<file path="config.mk">
export PLATFORM = sky130hd
export DESIGN_NAME = gmii_frame_gen
export DESIGN_NICKNAME = d
export VERILOG_FILES = /design/src/rtl/gmii_frame_gen.sv
export SDC_FILE = /design/constraint.sdc
export NUM_CORES = 1
export LEC_CHECK = 0
export BUFFER_PORTS_ARGS = -buffer_cell sky130_fd_sc_hd__buf_2
export CELL_PAD_IN_SITES_DETAIL_PLACEMENT = 2
export CELL_PAD_IN_SITES_GLOBAL_PLACEMENT = 2
export CORE_ASPECT_RATIO = 1.5
export CORE_MARGIN = 1.5
export CORE_UTILIZATION = 37
export CTS_CLUSTER_DIAMETER = 100
export CTS_CLUSTER_SIZE = 28
export DETAILED_ROUTE_END_ITERATION = 8
export GPL_TIMING_DRIVEN = 0
export PLACE_DENSITY_LB_ADDON = 0.1
export SLEW_MARGIN = 20
export SYNTH_ARGS = -nofsm -noshare
export SYNTH_HDL_FRONTEND = slang
export SYNTH_SLANG_ARGS = --single-unit
</file>
<file path="constraint.sdc">
create_clock -name clk_in -period 4.1 [get_ports clk_in]
set_clock_uncertainty 0.1 [all_clocks]
set_input_delay 0.41 -clock clk_in [delete_from_list [all_inputs] [get_ports clk_in]]
set_output_delay 0.41 -clock clk_in [all_outputs]
set_load 0.02 [all_outputs]
</file>
<file path="src/rtl/gmii_frame_gen.sv">
// gmii_frame_gen: multi-channel GMII Ethernet frame generator.
// Preamble, SFD, header, pattern payload, CRC-32 FCS and IFG per channel.
module gmii_frame_gen #(
  parameter int NUM_CHANNELS = 4,
  parameter int IFG_BYTES    = 12,
  parameter int CNT_WIDTH    = 16
) (
  input  logic                              clk_in,
  input  logic                              reset,
  input  logic                              start,
  input  logic [10:0]                       frame_len,
  input  logic [CNT_WIDTH-1:0]              frame_count,
  input  logic [NUM_CHANNELS-1:0]           chan_mask,
  output logic                              busy,
  output logic                              done,
  output logic [8*NUM_CHANNELS-1:0]         gmii_txd,
  output logic [NUM_CHANNELS-1:0]           gmii_tx_en,
  output logic [CNT_WIDTH*NUM_CHANNELS-1:0] frames_sent
);

  localparam int NC = NUM_CHANNELS;
  localparam logic [10:0] IFG_LAST = 11'(IFG_BYTES - 1);
  localparam logic [10:0] LEN_MIN  = 11'd60;
  localparam logic [10:0] LEN_MAX  = 11'd1514;

  typedef enum logic [2:0] {
    S_IDLE,
    S_PRE,
    S_SFD,
    S_DATA,
    S_FCS,
    S_IFG
  } state_t;

  state_t               st_q   [NC];
  logic [10:0]          idx_q  [NC];
  logic [CNT_WIDTH-1:0] fnum_q [NC];
  logic [CNT_WIDTH-1:0] sent_q [NC];
  logic [31:0]          crc_q  [NC];
  logic [7:0]           txd_q  [NC];
  logic [NC-1:0]        en_q;

  logic [10:0]          len_q;
  logic [CNT_WIDTH-1:0] count_q;
  logic [10:0]          len_clamp;
  logic                 go;
  logic [NC-1:0]        launch;
  logic [NC-1:0]        fin;
  logic [NC-1:0]        live;

  // Frame body byte i of frame f on channel ch.
  function automatic logic [7:0] data_byte(
    input logic [10:0]          i,
    input logic [CNT_WIDTH-1:0] f,
    input logic [7:0]           ch
  );
    logic [10:0] p;
    p = i - 11'd14;
    case (i)
      11'd0, 11'd6:   data_byte = 8'h02;
      11'd5, 11'd11:  data_byte = ch;
      11'd10:         data_byte = 8'h01;
      11'd12:         data_byte = 8'h88;
      11'd13:         data_byte = 8'hB5;
      11'd1, 11'd2, 11'd3, 11'd4,
      11'd7, 11'd8, 11'd9:
                      data_byte = 8'h00;
      default:        data_byte = p[7:0] + f[7:0];
    endcase
  endfunction

  // One byte of reflected CRC-32 (poly 0xEDB88320).
  function automatic logic [31:0] crc_byte(
    input logic [31:0] crc,
    input logic [7:0]  d
  );
    logic [31:0] r;
    r = crc ^ {24'h0, d};
    for (int k = 0; k < 8; k++) begin
      r = r[0] ? ((r >> 1) ^ 32'hEDB88320) : (r >> 1);
    end
    crc_byte = r;
  endfunction

  assign go = start & ~busy;

  // Clamp the requested body length into the legal frame range.
  always_comb begin
    len_clamp = frame_len;
    if (frame_len < LEN_MIN) len_clamp = LEN_MIN;
    else if (frame_len > LEN_MAX) len_clamp = LEN_MAX;
  end

  // Per-channel launch, finish and next-cycle activity.
  always_comb begin
    launch = '0;
    fin    = '0;
    live   = '0;
    for (int c = 0; c < NC; c++) begin
      launch[c] = go & chan_mask[c] & (frame_count != '0);
      fin[c]    = (st_q[c] == S_IFG) &&
                  (idx_q[c] == IFG_LAST) &&
                  (sent_q[c] == count_q);
      live[c]   = launch[c] |
                  ((st_q[c] != S_IDLE) & ~fin[c]);
    end
  end

  // Channel FSMs, CRC, counters and the shared handshake.
  always_ff @(posedge clk_in) begin
    if (reset) begin
      busy    <= 1'b0;
      done    <= 1'b0;
      len_q   <= LEN_MIN;
      count_q <= '0;
      en_q    <= '0;
      for (int c = 0; c < NC; c++) begin
        st_q[c]   <= S_IDLE;
        idx_q[c]  <= '0;
        fnum_q[c] <= '0;
        sent_q[c] <= '0;
        crc_q[c]  <= '0;
        txd_q[c]  <= '0;
      end
    end else begin
      busy <= |live;
      done <= (busy | go) & ~(|live);
      if (go) begin
        len_q   <= len_clamp;
        count_q <= frame_count;
      end
      for (int c = 0; c < NC; c++) begin
        txd_q[c] <= 8'h00;
        en_q[c]  <= 1'b0;
        if (go) sent_q[c] <= '0;
        unique case (st_q[c])
          S_IDLE: begin
            if (launch[c]) begin
              st_q[c]   <= S_PRE;
              idx_q[c]  <= '0;
              fnum_q[c] <= '0;
              txd_q[c]  <= 8'h55;
              en_q[c]   <= 1'b1;
            end
          end
          S_PRE: begin
            en_q[c] <= 1'b1;
            if (idx_q[c] == 11'd6) begin
              st_q[c]  <= S_SFD;
              txd_q[c] <= 8'hD5;
            end else begin
              idx_q[c] <= idx_q[c] + 11'd1;
              txd_q[c] <= 8'h55;
            end
          end
          S_SFD: begin
            st_q[c]  <= S_DATA;
            idx_q[c] <= '0;
            en_q[c]  <= 1'b1;
            txd_q[c] <= data_byte(11'd0, fnum_q[c], 8'(c));
            crc_q[c] <= crc_byte(32'hFFFFFFFF,
                          data_byte(11'd0, fnum_q[c], 8'(c)));
          end
          S_DATA: begin
            en_q[c] <= 1'b1;
            if (idx_q[c] == len_q - 11'd1) begin
              st_q[c]  <= S_FCS;
              idx_q[c] <= '0;
              txd_q[c] <= ~crc_q[c][7:0];
            end else begin
              idx_q[c] <= idx_q[c] + 11'd1;
              txd_q[c] <= data_byte(idx_q[c] + 11'd1,
                            fnum_q[c], 8'(c));
              crc_q[c] <= crc_byte(crc_q[c],
                            data_byte(idx_q[c] + 11'd1,
                              fnum_q[c], 8'(c)));
            end
          end
          S_FCS: begin
            if (idx_q[c] == 11'd3) begin
              st_q[c]   <= S_IFG;
              idx_q[c]  <= '0;
              sent_q[c] <= sent_q[c] + 1'b1;
            end else begin
              idx_q[c] <= idx_q[c] + 11'd1;
              en_q[c]  <= 1'b1;
              txd_q[c] <= ~crc_q[c][15:8];
              crc_q[c] <= crc_q[c] >> 8;
            end
          end
          S_IFG: begin
            if (idx_q[c] == IFG_LAST) begin
              if (fin[c]) begin
                st_q[c] <= S_IDLE;
              end else begin
                st_q[c]   <= S_PRE;
                idx_q[c]  <= '0;
                fnum_q[c] <= fnum_q[c] + 1'b1;
                txd_q[c]  <= 8'h55;
                en_q[c]   <= 1'b1;
              end
            end else begin
              idx_q[c] <= idx_q[c] + 11'd1;
            end
          end
          default: st_q[c] <= S_IDLE;
        endcase
      end
    end
  end

  // Flatten per-channel registers onto the output buses.
  always_comb begin
    gmii_txd    = '0;
    frames_sent = '0;
    gmii_tx_en  = en_q;
    for (int c = 0; c < NC; c++) begin
      gmii_txd[8*c +: 8]                  = txd_q[c];
      frames_sent[CNT_WIDTH*c +: CNT_WIDTH] = sent_q[c];
    end
  end

endmodule
</file>
==> metrics.cfg, run 1 <==
[outcome]
status=finished with violations
failed_checks=setup timing

[clocking]
cts.sinks=345
clockBufferDepth=3
numCtsBuffers=18
h-tree-depth=1
clkTransAtPathRegs_ns=0.12
clkLatencyLatePin_ns=0.60
cts_tree=yes
clock-root-buffer=clkbuf_16

[final_layout]
seq_area_mm2=0.00995
nFillCells=6806
mostFrequentLayoutCells=304 x edfxtp_1, 251 x nor2_1, 212 x buf_4
syn_to_final_growth_pct=33.7
layout_commonest_cell=edfxtp_1
drive_above_1_share_pct=30.1
nets=3133
multi_input_area_mm2=0.0169

[synth]
synth_top_area_cell=edfxtp_1
synth_area_mm2=0.0247
syn_area_per_cell_um2=9.72
syn-instance-count=2547
yosysSeqAreaShare_pct=40.2
synth_edf_count=304
yosys_warnings=0
ys_ff_latch=345
synth.area.top_cells=edfxtp_1 37%, xnor2_1 7.9%, xor2_1 5.6%
synth_cell_types=102
synthFlopType=edfxtp_1
synth_top_area_share_pct=36.9
ys_async_sr_fraction_pct=0

[detailed_routing]
ant_nets=0
met2WireLength_mm=58.6
highest_layer=met5
drt_iter0_drc=1123
finalWirelength_mm=107
drtPass1Iterations=5
drc=0
wl_met3_mm=2.87
via_per_inst=5.74
vias=22400
met1_length_mm=40.4
routedWlPerCell_um=27.4

[min_path]
min_from=frame_len[4]
min_to=len_q[4]$_SDFFE_PP1P_
min-delay-path-class=input port to flip-flop
hold_depth=3

[floorplan]
core_area_mm2=0.0659
pin_count=136
rows=115
die_y_um=320
die_w_um=214
start_util_pct=37.6
die_area_mm2=0.0685

[place]
io_buffer_count=133
pre_cts_ws_ns=-2.15
post-dp-hpwl_mm=67.7
gp_congestion=0.874

[worst_setup_path]
arrival_ns=4.70
reg2reg_to=crc_q[3][19]$_DFFE_PP_
regToRegSetupSlack_ns=-0.33
worstSetupEndpointType=flip-flop
r2r.worst_path.cells=20
cp_max_fo=4
cp-startpoint=idx_q[3][0]$_DFFE_PP_
r2r-start=idx_q[3][0]$_DFFE_PP_
worstSetupPathType=flip-flop to flip-flop
start_kind=flip-flop
critPathRequiredTime_ns=4.37

[sta]
relSlewSlack_pct=18.7
tightest_slew_ns=1.22
fin_ws_ns=-0.332
min_period_ns=4.43
period_share_pct=108
clock.fmax_mhz=226
final_max_slew_viol_count=0
hold_violations=0
rsz0062_at_grt=yes
fin_tns_setup_ns=-7.38
setup_viol=62

[grt]
grt.total_usage_pct=28.5
antenna_found_initial=5
grt_pass1_vias=24400
grt_max_degree=33
overflow=0
grt_pass1_wl_mm=151

[pwr]
ir_drop_v=0.00122
powerDensity_mw_per_mm2=836
p_leak_nw=13.0

[run]
cap_violations=0

## final cells by class
type	instances	area share (%)
Multi-Input combinational cell	1957	51.1
Sequential cell	345	30.1
Timing Repair Buffer	434	10.1
Tap cell	877	3.32
Buffer	133	1.94
Inverter	125	1.57
Clock buffer	24	1.56
Clock inverter	8	0.340
Antenna cell	2	0.0151
## cell usage after synthesis (all sizes together) (17+ instances only)
library cell	instances
and2	22
dfxtp	41
nor3	44
a211oi	17
a21o	23
nor4	28
nand2b	21
buf	31
inv	124
nor2b	17
xnor3	29
a21oi	128
clkbuf	112
or4	17
or3	35
o211ai	24
a22o	29
nand2	166
and3	30
o21ai	148
nor2	266
o31ai	18
xor2	161
nand4	39
nand3	103
xnor2	238
edfxtp	304
ha	81
## critical path, stage by stage, from the launching register on
cell and delay (ns):
edfxtp_1 0.45, buf_6 0.14, inv_6 0.03, ha_4 0.26, inv_4 0.04, ha_4 0.27
inv_4 0.03, ha_4 0.16, fa_2 0.44, a211oi_4 0.27, buf_4 0.16, o21bai_4 0.06
a21oi_2 0.19, xnor2_2 0.18, o22ai_4 0.16, xnor2_4 0.23, buf_12 0.17, xnor3_2 0.33
xnor2_2 0.22, o211ai_1 0.12, nor2b_1 0.18
## report_power, final
| part | internal (mW) | switching [mW] | total, mW |
|---|---|---|---|
| clock network | 1.01 | 1.43 | 2.44 |
| registers | 4.41 | 0.472 | 4.88 |
| logic | 10.2 | 10.2 | 20.4 |
## through the flow
step                util (%)  power [mW]  cells  hold WS, ns  instance area [µm²]
floorplan                  -        13.4   2570        0.369                25000
detailed placement      40.9        16.1   3589        0.397                26900
CTS                     46.9        22.9   3795      0.00676                30900
global placement        40.6        15.7   3580        0.389                26800
finish                  50.2        27.7   3905       0.0385                33100
global route            50.2        28.7   3903       0.0542                33100
## flip-flops by register name, summed over array words and instances (netlist names)
signal      flops
gmii_tx_en      4
fnum_q         32
sent_q         64
count_q        16
busy            1
done            1
st_q           12
txd_q          32
len_q          11
crc_q         128
idx_q          44
## worst max path at each step
stage / end / slack (ns) / cells past startpoint
2_1_floorplan: crc_q[2][23]$_SDFFCE_PN0P_ / -0.001 / 18
3_3_place_gp: crc_q[1][16]$_SDFFCE_PN0P_ / -2.13 / 6
3_5_place_dp: crc_q[0][13]$_SDFFCE_PN0P_ / -2.15 / 13
4_1_cts: crc_q[2][23]$_SDFFCE_PN0P_ / -0.20 / 18
5_1_grt: crc_q[3][19]$_DFFE_PP_ / -0.46 / 20
6_report: crc_q[3][19]$_DFFE_PP_ / -0.33 / 20
## cell families after synthesis
family / after synthesis / share of synthesized area, %
AOI/OAI and AO/OA: 557 / 15.1
muxes: 20 / 0.844
xor gates and xnor gates: 437 / 18.5
DFF: 345 / 40.2
other: 1 / 0.0152
and+or+nand+nor: 834 / 16.7
buffers and inverters: 268 / 4.22
adders and majority gates: 85 / 4.42
## repair_timing
item,in CTS,in global routing
hold endpoints to repair,20,0
pin swaps,147,187
cloned,0,0
setup endpoints to repair,358,257
hold buffers,20,0
gates resized for setup,345,262
buffers inserted,163,126
## per-layer routing
metal / GRT usage (%) / vias up
met5: 0 / -
met4: 11.0 / 6
met3: 2.36 / 245
met2: 55.4 / 518
li1: - / 10100
met1: 31.7 / 11600
No activity file was read; power rests on OpenSTA's default activity.
==> run 2, diff against run 1 <==
--- a/config.mk
+++ b/config.mk
@@ -8,7 +8,6 @@
 export BUFFER_PORTS_ARGS = -buffer_cell sky130_fd_sc_hd__buf_2
 export CELL_PAD_IN_SITES_DETAIL_PLACEMENT = 2
 export CELL_PAD_IN_SITES_GLOBAL_PLACEMENT = 2
-export CORE_ASPECT_RATIO = 1.5
 export CORE_MARGIN = 1.5
 export CORE_UTILIZATION = 37
 export CTS_CLUSTER_DIAMETER = 100
==> run 2 against run 1 <==
Effect of this change: the flow still finishes with violations (setup timing); routed wire length rose by 3.6%; sequential power about the same; design area increased by 0.82%; worst setup slack lost 0.18 ns; utilization grew 0.35 points; hold slack lost 0.0093 ns; critical endpoint is now crc_q[2][23]$_SDFFCE_PN0P_.
==> metrics.cfg, run 2 (synthesis results as in run 1) <==
[pwr]
power.share.combinational_pct=72.1  ; -1.5 points
p_sw_share_pct=44.2  ; +0.62 points
intPower_mw=15.8  ; +1.2%
power.share.clock_pct=10.7  ; +1.9 points
ir_drop_v=0.000867  ; -29%
p_switching_mw=12.5  ; +3.7%
p_leak_nw=13.2  ; +1.2%
seq_power_share_pct=17.3  ; -0.3 points
powerDensity_mw_per_mm2=849  ; +1.5%

[final_layout]
syn_to_final_growth_pct=34.8
regMostFlops=crc_q
fin_util_pct=50.6  ; +0.35 points
final_area_mm2=0.0334  ; +0.82%
mostFrequentLayoutCells=304 x edfxtp_1, 254 x nor2_1, 191 x buf_4
nets=3131  ; -0.064%
num_antenna_cells=0  ; -2
layoutNonFillerInstCount=3895  ; -0.26%
nFillCells=6704  ; -1.5%
layout_commonest_cell=edfxtp_1
drive_above_1_share_pct=30.0  ; -0.050 points
top_regs=crc_q x128, sent_q x64, idx_q x44
largest_reg_flops=128  ; unchanged

[detailed_routing]
drt_iter0_drc=1453  ; +29%
drc=0  ; unchanged
vias=22900  ; +2.2%
drtPass1Iterations=7  ; +2
via_per_inst=5.88  ; +2.5%
ant_nets=0  ; unchanged
routedWlPerCell_um=28.5  ; +3.9%
finalWirelength_mm=111  ; +3.6%

[place]
io_buffer_count=133  ; unchanged
post-place-cells=3576  ; -0.36%
post-dp-hpwl_mm=66.2  ; -2.2%
pre_cts_ws_ns=-2.20  ; -0.0570 ns
detailed_place.area_mm2=0.0269  ; about the same
gp_congestion=0.873  ; -0.11%

[floorplan]
start_util_pct=37.5  ; -0.046 points
rows=94  ; -18%
die_w_um=262  ; +22%
core_area_mm2=0.0660  ; +0.12%
pin_count=136  ; unchanged
die_area_mm2=0.0684  ; about the same
die_y_um=262  ; -18%

[worst_setup_path]
cp_max_fo=4  ; unchanged
crit_family=adder cells
worstSetupPathType=flip-flop to flip-flop
crit_chain=buf_8, inv_4, ha_4, inv_4, ha_4, inv_4, ha_4, fa_2, a211oi_2, o21bai_1, a21oi_2, xnor2_2, a22oi_2, buf_6, xnor2_4, buf_12, xnor2_4, xnor2_2, xnor3_1, a221o_1
worstSetupEndpointType=flip-flop
r2r.worst_path.cells=20  ; unchanged
start_kind=flip-flop
critPathSlowestCell=edfxtp_1
critPathRequiredTime_ns=4.38  ; about the same
critical-path-max-stage-delay_ns=0.51  ; +0.06 ns
cp_num_buf_inv=6  ; unchanged
arrival_ns=4.89  ; +0.19 ns
cp_num_cells=20  ; unchanged

[sta]
fin_ws_ns=-0.512  ; -0.180 ns
rsz0062_at_grt=yes
min_period_ns=4.61  ; +0.180 ns
tightest_slew_ns=1.36  ; +0.139 ns
hold_violations=0  ; unchanged
final_max_slew_viol_count=0  ; unchanged
clock.fmax_mhz=217  ; -3.9%
period_share_pct=112  ; +4.4 points
setup_viol=81  ; +31%
relSlewSlack_pct=8.76  ; -10 points

[grt]
antenna_found_initial=1  ; -4
grt.total_usage_pct=28.5  ; about the same
grt_pass1_wl_mm=151  ; -0.55%
overflow=0  ; unchanged
grt_pass1_vias=23900  ; -2.1%
grt_max_degree=33  ; unchanged

[outcome]
failed_checks=setup timing
status=finished with violations

[run]
cap_violations=0  ; unchanged

[clocking]
cts.sinks=345  ; unchanged
clockBufferDepth=3  ; unchanged
clock-root-buffer=clkbuf_16
h-tree-depth=1  ; unchanged
clkTransAtPathRegs_ns=0.12  ; about the same
clkLatencyLatePin_ns=0.63  ; +0.03 ns
cts_tree=yes
numCtsBuffers=25  ; +7

[min_path]
min-delay-path-class=input port to flip-flop
hold_depth=3  ; unchanged

run 2: cell type report:
cell class | instances | area, µm² | share of cell area (%)
Inverter | 125 | 517 | 1.55
Multi-Input combinational cell | 1957 | 16800 | 50.5
Buffer | 136 | 673 | 2.02
Tap cell | 864 | 1080 | 3.24
Clock buffer | 25 | 626 | 1.87
Clock inverter | 21 | 300 | 0.900
Timing Repair Buffer | 422 | 3370 | 10.1
Sequential cell | 345 | 9950 | 29.8
run 2: worst reg2reg max path: stages (launching register included):
cell and delay (ns):
edfxtp_1 0.51, buf_8 0.17, inv_4 0.05, ha_4 0.27, inv_4 0.04, ha_4 0.28
inv_4 0.04, ha_4 0.16, fa_2 0.36, a211oi_2 0.24, o21bai_1 0.12, a21oi_2 0.28
xnor2_2 0.16, a22oi_2 0.11, buf_6 0.15, xnor2_4 0.15, buf_12 0.15, xnor2_4 0.26
xnor2_2 0.17, xnor3_1 0.27, a221o_1 0.31
run 2: routing by layer:
layer	GRT usage, %	routed length, µm	up-vias
met5	0	0	-
met4	6.56	3970	0
met3	2.26	4050	221
met2	51.7	57200	638
met1	36.6	45600	12000
li1	-	-	10100
run 2: timing repair:
| action | 4_1_cts | 5_1_grt |
|---|---|---|
| setup buffers | 147 | 116 |
| hold endpoints to repair | 22 | 0 |
| endpoints found under the setup margin | 367 | 303 |
| hold buffers | 22 | 0 |
| gates resized for setup | 312 | 317 |
| pin swaps | 130 | 167 |
run 2: path summary, 6_finish.rpt:
check,from,to,slack (ns)
min,frame_len[0],len_q[0]$_SDFFE_PP0P_,0.03
max reg2reg,idx_q[2][1]$_SDFFCE_PN0P_,crc_q[2][23]$_SDFFCE_PN0P_,-0.51
min reg2reg,len_q[1]$_SDFFE_PP0P_,len_q[1]$_SDFFE_PP0P_,0.45
max,idx_q[2][1]$_SDFFCE_PN0P_,crc_q[2][23]$_SDFFCE_PN0P_,-0.51
run 2: stage by stage:
stage | power [mW] | hold slack [ns] | TNS, ns
floorplan | 13.4 | 0.369 | -0.00111
global placement | 15.6 | 0.394 | -343.57
detailed placement | 16.1 | 0.425 | -298.01
CTS | 22.9 | 0.00258 | -1.23
global route | 29.3 | 0.0396 | -24.29
finish | 28.3 | 0.0292 | -14.67
run 2: power groups by stage:
stage / registers (mW) / logic [mW] / clock network (mW)
after global routing: 4.94 / 21.2 / 3.17
after floorplan: 4.83 / 8.52 / 0
final: 4.89 / 20.4 / 3.02
after detailed placement: 4.89 / 11.2 / 0
after CTS: 4.82 / 15.0 / 3.06
after global placement: 4.86 / 10.8 / 0
==> run 3, diff against run 2 <==
--- a/config.mk
+++ b/config.mk
@@ -9,7 +9,7 @@
 export CELL_PAD_IN_SITES_DETAIL_PLACEMENT = 2
 export CELL_PAD_IN_SITES_GLOBAL_PLACEMENT = 2
 export CORE_MARGIN = 1.5
-export CORE_UTILIZATION = 37
+export CORE_UTILIZATION = 41
 export CTS_CLUSTER_DIAMETER = 100
 export CTS_CLUSTER_SIZE = 28
 export DETAILED_ROUTE_END_ITERATION = 8
==> constraint.sdc (replaced) <==
create_clock -name clk_in -period 5.25 [get_ports clk_in]
set_clock_uncertainty 0.1 [all_clocks]
set_input_delay 0.525 -clock clk_in [delete_from_list [all_inputs] [get_ports clk_in]]
set_output_delay 0.525 -clock clk_in [all_outputs]
set_load 0.02 [all_outputs]
==> run 3 against run 2 <==
Effect of this change: the flow now finishes without violations; via count decreased by 8.7%; utilization is 3.7 points lower; critical endpoint is now crc_q[2][19]$_SDFFCE_PN0P_; routed wire length decreased by 20%.
==> metrics.cfg, run 3 (synthesis results as in run 1) <==
[outcome]
status=finished clean

[clocking]
clkLatencyLatePin_ns=0.60  ; -0.03 ns
h-tree-depth=1  ; unchanged
numCtsBuffers=23  ; -8.0%
clockBufferDepth=3  ; unchanged
clkTransAtPathRegs_ns=0.12  ; about the same
cts_tree=yes
cts.sinks=345  ; unchanged
clock-root-buffer=clkbuf_16

[detailed_routing]
finalWirelength_mm=88.9  ; -20%
vias=20900  ; -8.7%
ant_nets=0  ; unchanged
drc=0  ; unchanged
routedWlPerCell_um=25.1  ; -12%
drt_iter0_drc=1323  ; -8.9%
via_per_inst=5.90  ; +0.42%
drtPass1Iterations=5  ; -2

[worst_setup_path]
crit_chain=clkbuf_2, inv_1, ha_1, inv_1, ha_1, inv_1, ha_1, fa_1, a21o_1, a21oi_1, xnor2_1, a21oi_2, xnor2_2, xor3_2, xor3_1, or3_1, o21ai_0
arrival_ns=5.38  ; +0.49 ns
worstSetupEndpointType=flip-flop
r2r-start=idx_q[2][0]$_SDFFCE_PN0P_
critPathRequiredTime_ns=5.60  ; +1.22 ns
r2r.worst_path.cells=17  ; -15%
worstSetupPathType=flip-flop to flip-flop
regToRegSetupSlack_ns=0.21  ; +0.73 ns
reg2reg_to=crc_q[2][19]$_SDFFCE_PN0P_
start_kind=flip-flop
critical-path-max-stage-delay_ns=0.59  ; +0.08 ns
cp_max_fo=8  ; +4
critPathSlowestCell=xor3_2
crit_family=XOR/XNOR gates
cp_num_buf_inv=4  ; -2

[floorplan]
die_y_um=249  ; -4.9%
die_area_mm2=0.0618  ; -9.6%
die_w_um=249  ; -4.9%
rows=89  ; -5.3%
core_area_mm2=0.0594  ; -10%
pin_count=136  ; unchanged
start_util_pct=41.7  ; +4.2 points

[pwr]
p_leak_nw=11.0  ; -17%
powerDensity_mw_per_mm2=553  ; -35%
ir_drop_v=0.000477  ; -45%

[grt]
grt-busiest-layer=met2
grt_pass1_wl_mm=137  ; -9.2%
met3_usage_pct=2.69  ; +0.43 points
grt_max_degree=33  ; unchanged
antenna_found_initial=1  ; unchanged
grt_pass1_vias=22800  ; -5.0%
overflow=0  ; unchanged
grt.total_usage_pct=28.0  ; -0.43 points
grt_util_met1_pct=37.6  ; +1.0 points
met2_usage_pct=48.4  ; -3.3 points

[final_layout]
nets=2870  ; -8.3%
drive_above_1_share_pct=11.9  ; -18 points
mostFrequentLayoutCells=304 x edfxtp_1, 261 x nor2_1, 213 x xnor2_1
top_regs=crc_q x128, sent_q x64, idx_q x44
largest_reg_flops=128  ; unchanged
layout_commonest_cell=edfxtp_1
regMostFlops=crc_q
fin_util_pct=46.8  ; -3.7 points
num_antenna_cells=0  ; unchanged
syn_to_final_growth_pct=12.3
nFillCells=6375  ; -4.9%

[min_path]
min_to=count_q[10]$_SDFFE_PP0P_
min_from=frame_count[10]
hold_depth=2  ; -1
min-delay-path-class=input port to flip-flop

[sta]
tightest_slew_ns=1.12  ; -0.238 ns
clock.fmax_mhz=199  ; -8.4%
fin_tns_setup_ns=0  ; +14.67 ns
period_share_pct=95.9  ; -17 points
final_max_slew_viol_count=0  ; unchanged
min_period_ns=5.04  ; +0.423 ns
hold_violations=0  ; unchanged
setup_viol=0  ; -100%
relSlewSlack_pct=25.3  ; +17 points

[place]
post-dp-hpwl_mm=65.7  ; -0.83%
gp_congestion=0.862  ; -1.2%
io_buffer_count=133  ; unchanged

[run]
cap_violations=0  ; unchanged

[run 3: cell count changes in the layout (fill, tap and decap cells not counted), sizes merged]
cell,previous run,this run
clkinv,9,6
buf,435,187
clkbuf,126,136
inv,135,133
dlygate4sd3,22,0
bufinv,1,3
[run 3: worst reg2reg max path, stage by stage, from the launching register on]
cell,delay (ns)
edfxtp_1,0.42
clkbuf_2,0.24
inv_1,0.12
ha_1,0.29
inv_1,0.06
ha_1,0.28
inv_1,0.05
ha_1,0.22
fa_1,0.44
a21o_1,0.19
a21oi_1,0.20
xnor2_1,0.20
a21oi_2,0.14
xnor2_2,0.53
xor3_2,0.59
xor3_1,0.43
or3_1,0.32
o21ai_0,0.09
[run 3: cell type report]
cell class                      count  area, µm²  area share (%)
Tap cell                          773        967            3.48
Buffer                            143        584            2.10
Clock inverter                     18        305            1.10
Sequential cell                   345       9950            35.8
Multi-Input combinational cell   1957      14100            50.6
Inverter                          125        469            1.69
Timing Repair Buffer              156        878            3.16
Clock buffer                       24        579            2.08
[run 3: repair_timing]
action / 4_1_cts / 5_1_grt
endpoints found under the setup margin: 79 / 110
pin swaps: 2 / 2
endpoints found under the hold margin: 0 / 0
hold buffers: 0 / 0
resized for setup: 10 / 22
setup buffers: 6 / 8
[run 3: layer usage]
metal  up-vias  part of all wire [%]
met5         -                 0.015
met4         2                   2.4
met2       459                    49
met3       116                   3.7
met1     10800                    45
li1       9548                     -
[run 3: worst max-delay path by stage]
| stage | start | to | depth (start not counted) |
|---|---|---|---|
| 6_report | idx_q[2][0]$_SDFFCE_PN0P_ | crc_q[2][19]$_SDFFCE_PN0P_ | 17 |
| 5_1_grt | len_q[0]$_SDFFE_PP0P_ | crc_q[0][4]$_SDFFCE_PN0P_ | 13 |
| 4_1_cts | idx_q[2][0]$_SDFFCE_PN0P_ | crc_q[2][19]$_SDFFCE_PN0P_ | 15 |
| 3_5_place_dp | len_q[0]$_SDFFE_PP0P_ | crc_q[0][27]$_SDFFCE_PP0P_ | 13 |
| 3_3_place_gp | len_q[0]$_SDFFE_PP0P_ | crc_q[0][19]$_SDFFCE_PN0P_ | 13 |
| 2_1_floorplan | len_q[3]$_SDFFE_PP1P_ | crc_q[1][0]$_SDFFCE_PN0P_ | 10 |
[run 3: power by group]
part,leakage (nW),switching (mW),internal [mW]
Combinational,7.00,5.39,3.93
Sequential,3.57,0.322,3.44
Clock,0.422,1.25,1.04
[run 3: metrics by stage]
step / cells / hold WS [ns] / setup slack, ns / instance area, µm² / power, mW
detailed placement: 3485 / 0.419 / -1.09 / 26600 / 12.6
global placement: 3476 / 0.398 / -1.87 / 26500 / 12.1
CTS: 3533 / 0.0704 / 0.00800 / 27600 / 15.1
floorplan: 2570 / 0.369 / 0.734 / 24800 / 10.3
global route: 3541 / 0.0838 / -0.0134 / 27800 / 16.2
finish: 3541 / 0.0890 / 0.214 / 27800 / 15.4
